<file path="src/rtl/rob_pkg.sv">
// ROB shared configuration: widths, reserved-tag constants, entry layout and
// the circular-pointer helper. Imported by rob and rob_lookup.
package rob_pkg;

    localparam int ROBSize      = 16;
    localparam int ROBIdxWidth  = 4;
    localparam int WordWidth    = 32;
    localparam int RegIdxWidth  = 5;
    localparam int InstrIdWidth = 6;

    localparam logic [WordWidth-1:0]    ZERO      = '0;
    localparam logic [InstrIdWidth-1:0] INSTR_NOP = '0;

    // Per-slot payload; the ready bits live in a separate vector so a flush
    // can clear them all in one cycle.
    typedef struct packed {
        logic [InstrIdWidth-1:0] instr_id;
        logic [RegIdxWidth-1:0]  rd;
        logic [WordWidth-1:0]    res;
        logic                    mispredict;
    } rob_entry_t;

    // Tag 0 means "no tag", so pointers cycle 1..size-1 and skip 0.
    function automatic logic [ROBIdxWidth-1:0] rob_next(input logic [ROBIdxWidth-1:0] pos,
                                                        input int size);
        return (int'(pos) == size - 1) ? ROBIdxWidth'(1) : ROBIdxWidth'(pos + 1'b1);
    endfunction

endpackage

</file>
<file path="src/rtl/rob_lookup.sv">
// Operand-tag lookup into the ROB.
// Ports: tag (query), ready_vec/res_vec (ROB state), cdb_en/cdb_pos/cdb_res
// (same-cycle writeback), ready/val (result).
// Tag 0 is "no dependency": always ready with value 0.
// Option: define ROB_BYPASS_EN to forward a same-cycle CDB result
// combinationally; otherwise it becomes visible the cycle after the write.
module rob_lookup
    import rob_pkg::*;
#(
    parameter int ROB_SIZE = ROBSize
) (
    input  logic [ROBIdxWidth-1:0]             tag,
    input  logic [ROB_SIZE-1:0]                ready_vec,
    input  logic [ROB_SIZE-1:0][WordWidth-1:0] res_vec,
    input  logic                               cdb_en,
    input  logic [ROBIdxWidth-1:0]             cdb_pos,
    input  logic [WordWidth-1:0]               cdb_res,
    output logic                               ready,
    output logic [WordWidth-1:0]               val
);

`ifndef ROB_BYPASS_EN
    logic unused_cdb;
    assign unused_cdb = &{1'b0, cdb_en, cdb_pos, cdb_res};
`endif

    always_comb begin
        ready = 1'b1;
        val   = ZERO;
        if (tag != '0) begin
            ready = 1'b0;
`ifdef ROB_BYPASS_EN
            if (cdb_en && cdb_pos == tag) begin
                ready = 1'b1;
                val   = cdb_res;
            end else
`endif
            if (int'(tag) < ROB_SIZE) begin
                ready = ready_vec[tag];
                val   = res_vec[tag];
            end
        end
    end

endmodule

</file>
<file path="src/rtl/rob.sv">
// Reorder buffer: circular queue of in-flight instructions, in-order commit
// to the register file, flush on a mispredicted commit.
// Ports: clk_in/rst_in (sync, active-high)/rdy_in (global enable);
//   issue_*   allocate at tail, issue_rob_pos_out is the tag handed out;
//   full_out  no free slot;
//   cdb_*     execution-result writeback;
//   rs1/rs2   operand tag lookup (two rob_lookup instances);
//   commit_to_regfile_* one-cycle registered commit pulse and payload;
//   clear_branch_out    one-cycle flush pulse.
// Option: ROB_BYPASS_EN enables CDB->lookup forwarding in rob_lookup.
module rob
    import rob_pkg::*;
#(
    parameter int ROB_SIZE = ROBSize
) (
    input  logic                    clk_in,
    input  logic                    rst_in,
    input  logic                    rdy_in,
    input  logic                    issue_en_in,
    input  logic [InstrIdWidth-1:0] issue_instr_id_in,
    input  logic [RegIdxWidth-1:0]  issue_rd_in,
    output logic [ROBIdxWidth-1:0]  issue_rob_pos_out,
    output logic                    full_out,
    input  logic                    cdb_en_in,
    input  logic [ROBIdxWidth-1:0]  cdb_rob_pos_in,
    input  logic [WordWidth-1:0]    cdb_res_in,
    input  logic                    cdb_mispredict_in,
    input  logic [ROBIdxWidth-1:0]  rs1_tag_in,
    input  logic [ROBIdxWidth-1:0]  rs2_tag_in,
    output logic                    rs1_ready_out,
    output logic                    rs2_ready_out,
    output logic [WordWidth-1:0]    rs1_val_out,
    output logic [WordWidth-1:0]    rs2_val_out,
    output logic                    commit_to_regfile_en_out,
    output logic [InstrIdWidth-1:0] commit_to_regfile_instr_id_out,
    output logic [RegIdxWidth-1:0]  commit_to_regfile_rd_out,
    output logic [ROBIdxWidth-1:0]  commit_to_regfile_rob_pos_out,
    output logic [WordWidth-1:0]    commit_to_regfile_res_out,
    output logic                    clear_branch_out
);

    logic [ROBIdxWidth-1:0]             head, tail, count;
    logic [ROB_SIZE-1:0]                ready_q;
    rob_entry_t [ROB_SIZE-1:0]          ent;
    logic [ROB_SIZE-1:0][WordWidth-1:0] res_vec;
    logic                               do_commit, do_flush, do_issue, do_cdb;

    assign issue_rob_pos_out = tail;
    assign full_out          = (int'(count) == ROB_SIZE - 1);

    // A flush wins over everything else happening in the same cycle: the
    // younger issue and any CDB write belong to the squashed path.
    always_comb begin
        do_commit = rdy_in && (count != '0) && ready_q[head];
        do_flush  = do_commit && ent[head].mispredict;
        do_issue  = rdy_in && issue_en_in && !full_out && !do_flush;
        do_cdb    = rdy_in && cdb_en_in && (cdb_rob_pos_in != '0)
                    && (int'(cdb_rob_pos_in) < ROB_SIZE) && !do_flush;
    end

    always_comb begin
        for (int i = 0; i < ROB_SIZE; i++) res_vec[i] = ent[i].res;
    end

    // Control state and registered commit outputs.
    always_ff @(posedge clk_in) begin
        if (rst_in) begin
            head                           <= ROBIdxWidth'(1);
            tail                           <= ROBIdxWidth'(1);
            count                          <= '0;
            ready_q                        <= '0;
            commit_to_regfile_en_out       <= 1'b0;
            commit_to_regfile_instr_id_out <= INSTR_NOP;
            commit_to_regfile_rd_out       <= '0;
            commit_to_regfile_rob_pos_out  <= '0;
            commit_to_regfile_res_out      <= ZERO;
            clear_branch_out               <= 1'b0;
        end else begin
            commit_to_regfile_en_out <= do_commit;
            clear_branch_out         <= do_flush;
            if (do_commit) begin
                commit_to_regfile_instr_id_out <= ent[head].instr_id;
                commit_to_regfile_rd_out       <= ent[head].rd;
                commit_to_regfile_rob_pos_out  <= head;
                commit_to_regfile_res_out      <= ent[head].res;
            end
            if (do_flush) begin
                head    <= ROBIdxWidth'(1);
                tail    <= ROBIdxWidth'(1);
                count   <= '0;
                ready_q <= '0;
            end else begin
                if (do_commit) begin
                    head          <= rob_next(head, ROB_SIZE);
                    ready_q[head] <= 1'b0;
                end
                if (do_cdb) ready_q[cdb_rob_pos_in] <= 1'b1;
                // Issue last so a freshly allocated slot always starts not-ready.
                if (do_issue) begin
                    tail          <= rob_next(tail, ROB_SIZE);
                    ready_q[tail] <= 1'b0;
                end
                case ({do_issue, do_commit})
                    2'b10:   count <= count + 1'b1;
                    2'b01:   count <= count - 1'b1;
                    default: count <= count;
                endcase
            end
        end
    end

    // Entry payload; qualified by ready_q/count, so it needs no reset.
    always_ff @(posedge clk_in) begin
        if (!rst_in) begin
            if (do_issue) begin
                ent[tail].instr_id   <= issue_instr_id_in;
                ent[tail].rd         <= issue_rd_in;
                ent[tail].mispredict <= 1'b0;
            end
            if (do_cdb) begin
                ent[cdb_rob_pos_in].res        <= cdb_res_in;
                ent[cdb_rob_pos_in].mispredict <= cdb_mispredict_in;
            end
        end
    end

    // Operand lookups: port 0 = rs1, port 1 = rs2.
    logic [1:0][ROBIdxWidth-1:0] q_tag;
    logic [1:0]                  q_ready;
    logic [1:0][WordWidth-1:0]   q_val;

    assign q_tag = {rs2_tag_in, rs1_tag_in};

    for (genvar g = 0; g < 2; g++) begin : g_lookup
        rob_lookup #(.ROB_SIZE(ROB_SIZE)) u_lookup (
            .tag       (q_tag[g]),
            .ready_vec (ready_q),
            .res_vec   (res_vec),
            .cdb_en    (cdb_en_in),
            .cdb_pos   (cdb_rob_pos_in),
            .cdb_res   (cdb_res_in),
            .ready     (q_ready[g]),
            .val       (q_val[g])
        );
    end

    assign rs1_ready_out = q_ready[0];
    assign rs2_ready_out = q_ready[1];
    assign rs1_val_out   = q_val[0];
    assign rs2_val_out   = q_val[1];

endmodule

</file>
<file path="config.mk">
export PLATFORM = sky130hd
export DESIGN_NAME = rob
export DESIGN_NICKNAME = d
export VERILOG_FILES = /design/src/rtl/rob_pkg.sv /design/src/rtl/rob_lookup.sv /design/src/rtl/rob.sv
export SDC_FILE = /design/constraint.sdc
export NUM_CORES = 1
export LEC_CHECK = 0
export CORE_UTILIZATION = 56
export DETAILED_ROUTE_END_ITERATION = 16
export PLACE_DENSITY = 0.84
export SLEW_MARGIN = 25
export SYNTH_ARGS = -nofsm -noshare
export SYNTH_HDL_FRONTEND = slang
export SYNTH_SLANG_ARGS = --single-unit
</file>
<file path="constraint.sdc">
create_clock -name clk_in -period 5.9 [get_ports clk_in]
set_clock_uncertainty 0.15 [all_clocks]
set_input_delay 1.18 -clock clk_in [delete_from_list [all_inputs] [get_ports clk_in]]
set_output_delay 1.18 -clock clk_in [all_outputs]
set_load 0.01 [all_outputs]
</file>
==> reports/qor.log <==
[finish] area occupied by registers 22700 µm²
[critical_path] minimum setup slack among reg-to-reg paths 1.34 ns
[worst_hold_path] origin of the worst min-delay path commit_to_regfile_res_out[10]
[critical_path] element type at the critical path start primary input
[power] power density over the cells 248 nW/µm²
[timing] total setup violations reported at the end of the flow 0
[finish] Area Overhead vs Synth 14.3%
[critical_path] worst reg2reg endpoint ent[540]
[grt] via count of the first global-routing pass 28324
[floorplanning] number of rows created at floorplan 100
[logic_synthesis] Yosys top cell area share 50.3%
[place] final weighted congestion in routability-driven placement 0.914
[logic_synthesis] asr flop ratio synth 0%
[logic_synthesis] mux cell area share after synthesis 30.0%
[logic_synthesis] number of synthesis warnings 0
[run] count of maximum capacitance violations 0
[logic_synthesis] post-synthesis instance area 42000 µm²
[logic_synthesis] Unique masters post-synth 60
[grt] overall track demand over capacity in global routing 34.5%
[critical_path] reg-to-reg startpoint head[2]
[timing] number of hold-slack violations in the final timing report 0
[route] total detailed-routing wirelength 129 mm
[logic_synthesis] Synth Area in XOR/XNOR 0.125%
[cts] post-cts repair resize count 0
[floorplanning] I/O Pins 181
[logic_synthesis] simple-gate share of the synthesized area 10.9%
[timing] max-slew headroom at the worst pin 26.4%
[power] Leakage Power 17.6 nW
[timing] transition time of the tightest slew-check pin 1.10 ns
[finish] net count of the finished layout 2805
[place] half-perimeter wire length after placement 71.3 mm
[critical_path] data arrival time of the worst path 3.86 ns
[cts] Clock Tree Root sky130_fd_sc_hd__clkbuf_16
[grt] aggregate global routing overflow 0
[cts] Post-CTS Setup Inserts 0
[route] average wire per cell in the routed design 34.3 µm
[power] VDD IR-drop max 263 µV
[logic_synthesis] number of standard cells after synthesis 2574
[critical_path] worst r2r path cells 8
[logic_synthesis] Synth Area in Compound Gates 1.83%
[timing] Max Slew Vio Count 0
[floorplanning] total die area 76100 µm²
[logic_synthesis] library cell occupying the most area in the post-synthesis netlist sky130_fd_sc_hd__edfxtp_1
[route] Iter 0 DRT Violations 4421
[grt] met2 Track Usage GR 53.7%
[route] total via count in the routed design 27611
[grt] Most Crowded Layer GR met2
[cts] clock insertion delay at the later pin of the skew report 0.67 ns
[grt] antenna violations before repair 9
[grt] wire length of the first global-routing pass 187 mm
[timing] worst setup slack after layout 0.708 ns
[critical_path] critical path endpoint category output pin
[logic_synthesis] commonest cells in the netlist sky130_fd_sc_hd__edfxtp_1, sky130_fd_sc_hd__mux4_2, sky130_fd_sc_hd__and2_1, sky130_fd_sc_hd__and3_1, sky130_fd_sc_hd__clkbuf_1
[logic_synthesis] Area contributors post-synth sky130_fd_sc_hd__edfxtp_1, sky130_fd_sc_hd__mux4_2, sky130_fd_sc_hd__and2_1
[cts] number of sinks driven by the clock tree 781
[logic_synthesis] Adder-Cell Fraction of Synth Area 0.328%
[logic_synthesis] count of state elements after synthesis 781
[finish] fraction of final layout cells sized beyond drive strength 1 29.7%
[floorplanning] Die X-Extent 276 µm
[logic_synthesis] sequential fraction of the synthesis area 54.0%
[finish] Multi-input gate area 18500 µm²
[route] post-DR vias/cell 7.31
[worst_hold_path] Worst Hold Path Cells 2
[logic_synthesis] flip-flop cell with the highest count after synthesis sky130_fd_sc_hd__edfxtp_1
[route] number of DRC violations after detailed routing 0
[cts] total clock buffers created by CTS 82
[logic_synthesis] mean post-synth cell area 16.3 µm²
[timing] fin crit share 88.0%
[critical_path] worst path required time 4.57 ns
[cts] hold buffer count at CTS 0
[cts] maximum number of buffers from clock root to sink 3
[critical_path] critical path fanouts, max 49
[logic_synthesis] most common cell in the netlist sky130_fd_sc_hd__edfxtp_1
[power] Total Power 11.9 mW
[route] number of nets with antenna violations after detailed routing 0
[floorplanning] starting utilization of the core area 56.5%
[timing] setup repair after global routing missed its margin false
[place] I/O Buffers 180
[grt] pin count of the biggest net entering global routing 174
[floorplanning] Die Span Y 276 µm
[cts] count of H-tree levels built during CTS 3
[logic_synthesis] number of synthesized flops with an enable pin 704
[cts] TritonCTS clock tree done
[grt] met3 Resource Use GR 10.6%
[critical_path] worst setup path class in2out
[run_status] run status complete, no violations
[logic_synthesis] largest family of logic cells by synthesized area multiplexers
[timing] timing-limited maximum frequency 0.193 GHz
[worst_hold_path] worst hold-check path type reg2reg
[grt] GR Layer Usage met1 42.9%
[cts] Clock Pin Slew Worst Setup and Hold Paths 0.06 ns
[timing] post-layout minimum cycle time 5.19 ns
[worst_hold_path] Worst Hold Endpoint commit_to_regfile_res_out[10]
[place] post-placement setup slack 0.733 ns
[finish] count of fill cells added during filler insertion 4826
[timing] worst hold margin 0.301 ns
[floorplanning] total core area 74300 µm²
[route] number of iterations in the first detailed-routing pass 6
==> how the worst max path moves through the flow <==
stage | to | depth (start not counted) | start
floorplan | ent[485] | 7 | rdy_in
global placement | rs2_val_out[25] | 6 | rs2_tag_in[0]
detailed placement | rs2_val_out[30] | 6 | rs2_tag_in[0]
CTS | rs2_val_out[30] | 6 | rs2_tag_in[0]
global route | rs2_val_out[14] | 6 | rs2_tag_in[0]
finish | rs2_val_out[14] | 6 | rs2_tag_in[0]
==> placed cells by master (no fill, tap or decap), drive strengths merged, types with 3 or more instances in the layout <==
cell type,instances
clkinv,30
o211ai,3
mux2i,9
and3,202
clkdlybuf4s50,171
nor2,49
o31ai,5
mux4,548
a21oi,57
or3,7
mux2,15
diode,6
nor2b,66
xnor2,3
a21boi,9
bufinv,7
ha,11
nand2,122
clkinvlp,5
nor3,20
nor4,9
and2,291
nand3b,4
o221a,7
clkbuf,110
dfxtp,77
o31a,3
a31oi,10
conb,64
buf,102
a221oi,4
xor2,3
o21ai,11
nand3,13
nand2b,4
edfxtp,704
inv,28
==> stage by stage <==
step / instance area [µm²] / TNS (ns) / util [%] / std cells
after CTS: 48000 / 0 / 64.5 / 3769
after floorplan: 42200 / -0.301 / - / 2637
after detailed placement: 45200 / 0 / 60.9 / 3617
after global placement: 45200 / 0 / 60.9 / 3617
after global routing: 48000 / 0 / 64.6 / 3773
final: 48000 / 0 / 64.6 / 3776
==> logic make-up after synthesis <==
group / count (synthesis)
buf+inv: 289
mux: 572
other cells: 1
xor+xnor: 6
simple gates: 795
fa+ha+maj: 11
compound gates: 119
flops: 781
==> final cells by class <==
class	instances	share of cell area [%]
diodes	6	0.0313
clock buffers	108	4.56
clock inverters	44	1.10
inverters	26	0.206
multi-input cells	1567	38.6
flip-flops and latches	781	47.3
well taps	969	2.53
repair buffers	275	5.69
==> power by group <==
part	internal [mW]	switching (mW)
combinational	0.266	0.368
sequential	6.01	0.0255
clock	2.97	2.29
==> routing by layer <==
metal  routed length, µm  part of all wire (%)
met1               40100                    31
met2               61400                    47
met3               19300                    15
met4                8500                   6.6
met5                  48                 0.037
==> sequential cells by signal (all words and copies together) (netlist names) <==
signal	count
ready_q	16
commit_to_regfile_rd_out	5
commit_to_regfile_rob_pos_out	4
count	4
issue_rob_pos_out	4
commit_to_regfile_en_out	1
ent	704
clear_branch_out	1
commit_to_regfile_instr_id_out	6
head	4
commit_to_regfile_res_out	32
==> critical path, stage by stage <==
cell	delay (ns)
sky130_fd_sc_hd__clkbuf_8	0.53
sky130_fd_sc_hd__buf_12	0.29
sky130_fd_sc_hd__mux4_2	0.53
sky130_fd_sc_hd__mux4_2	0.51
sky130_fd_sc_hd__nor2b_1	0.21
sky130_fd_sc_hd__clkdlybuf4s50_1	0.54
Power figures use the tool's default switching activity.
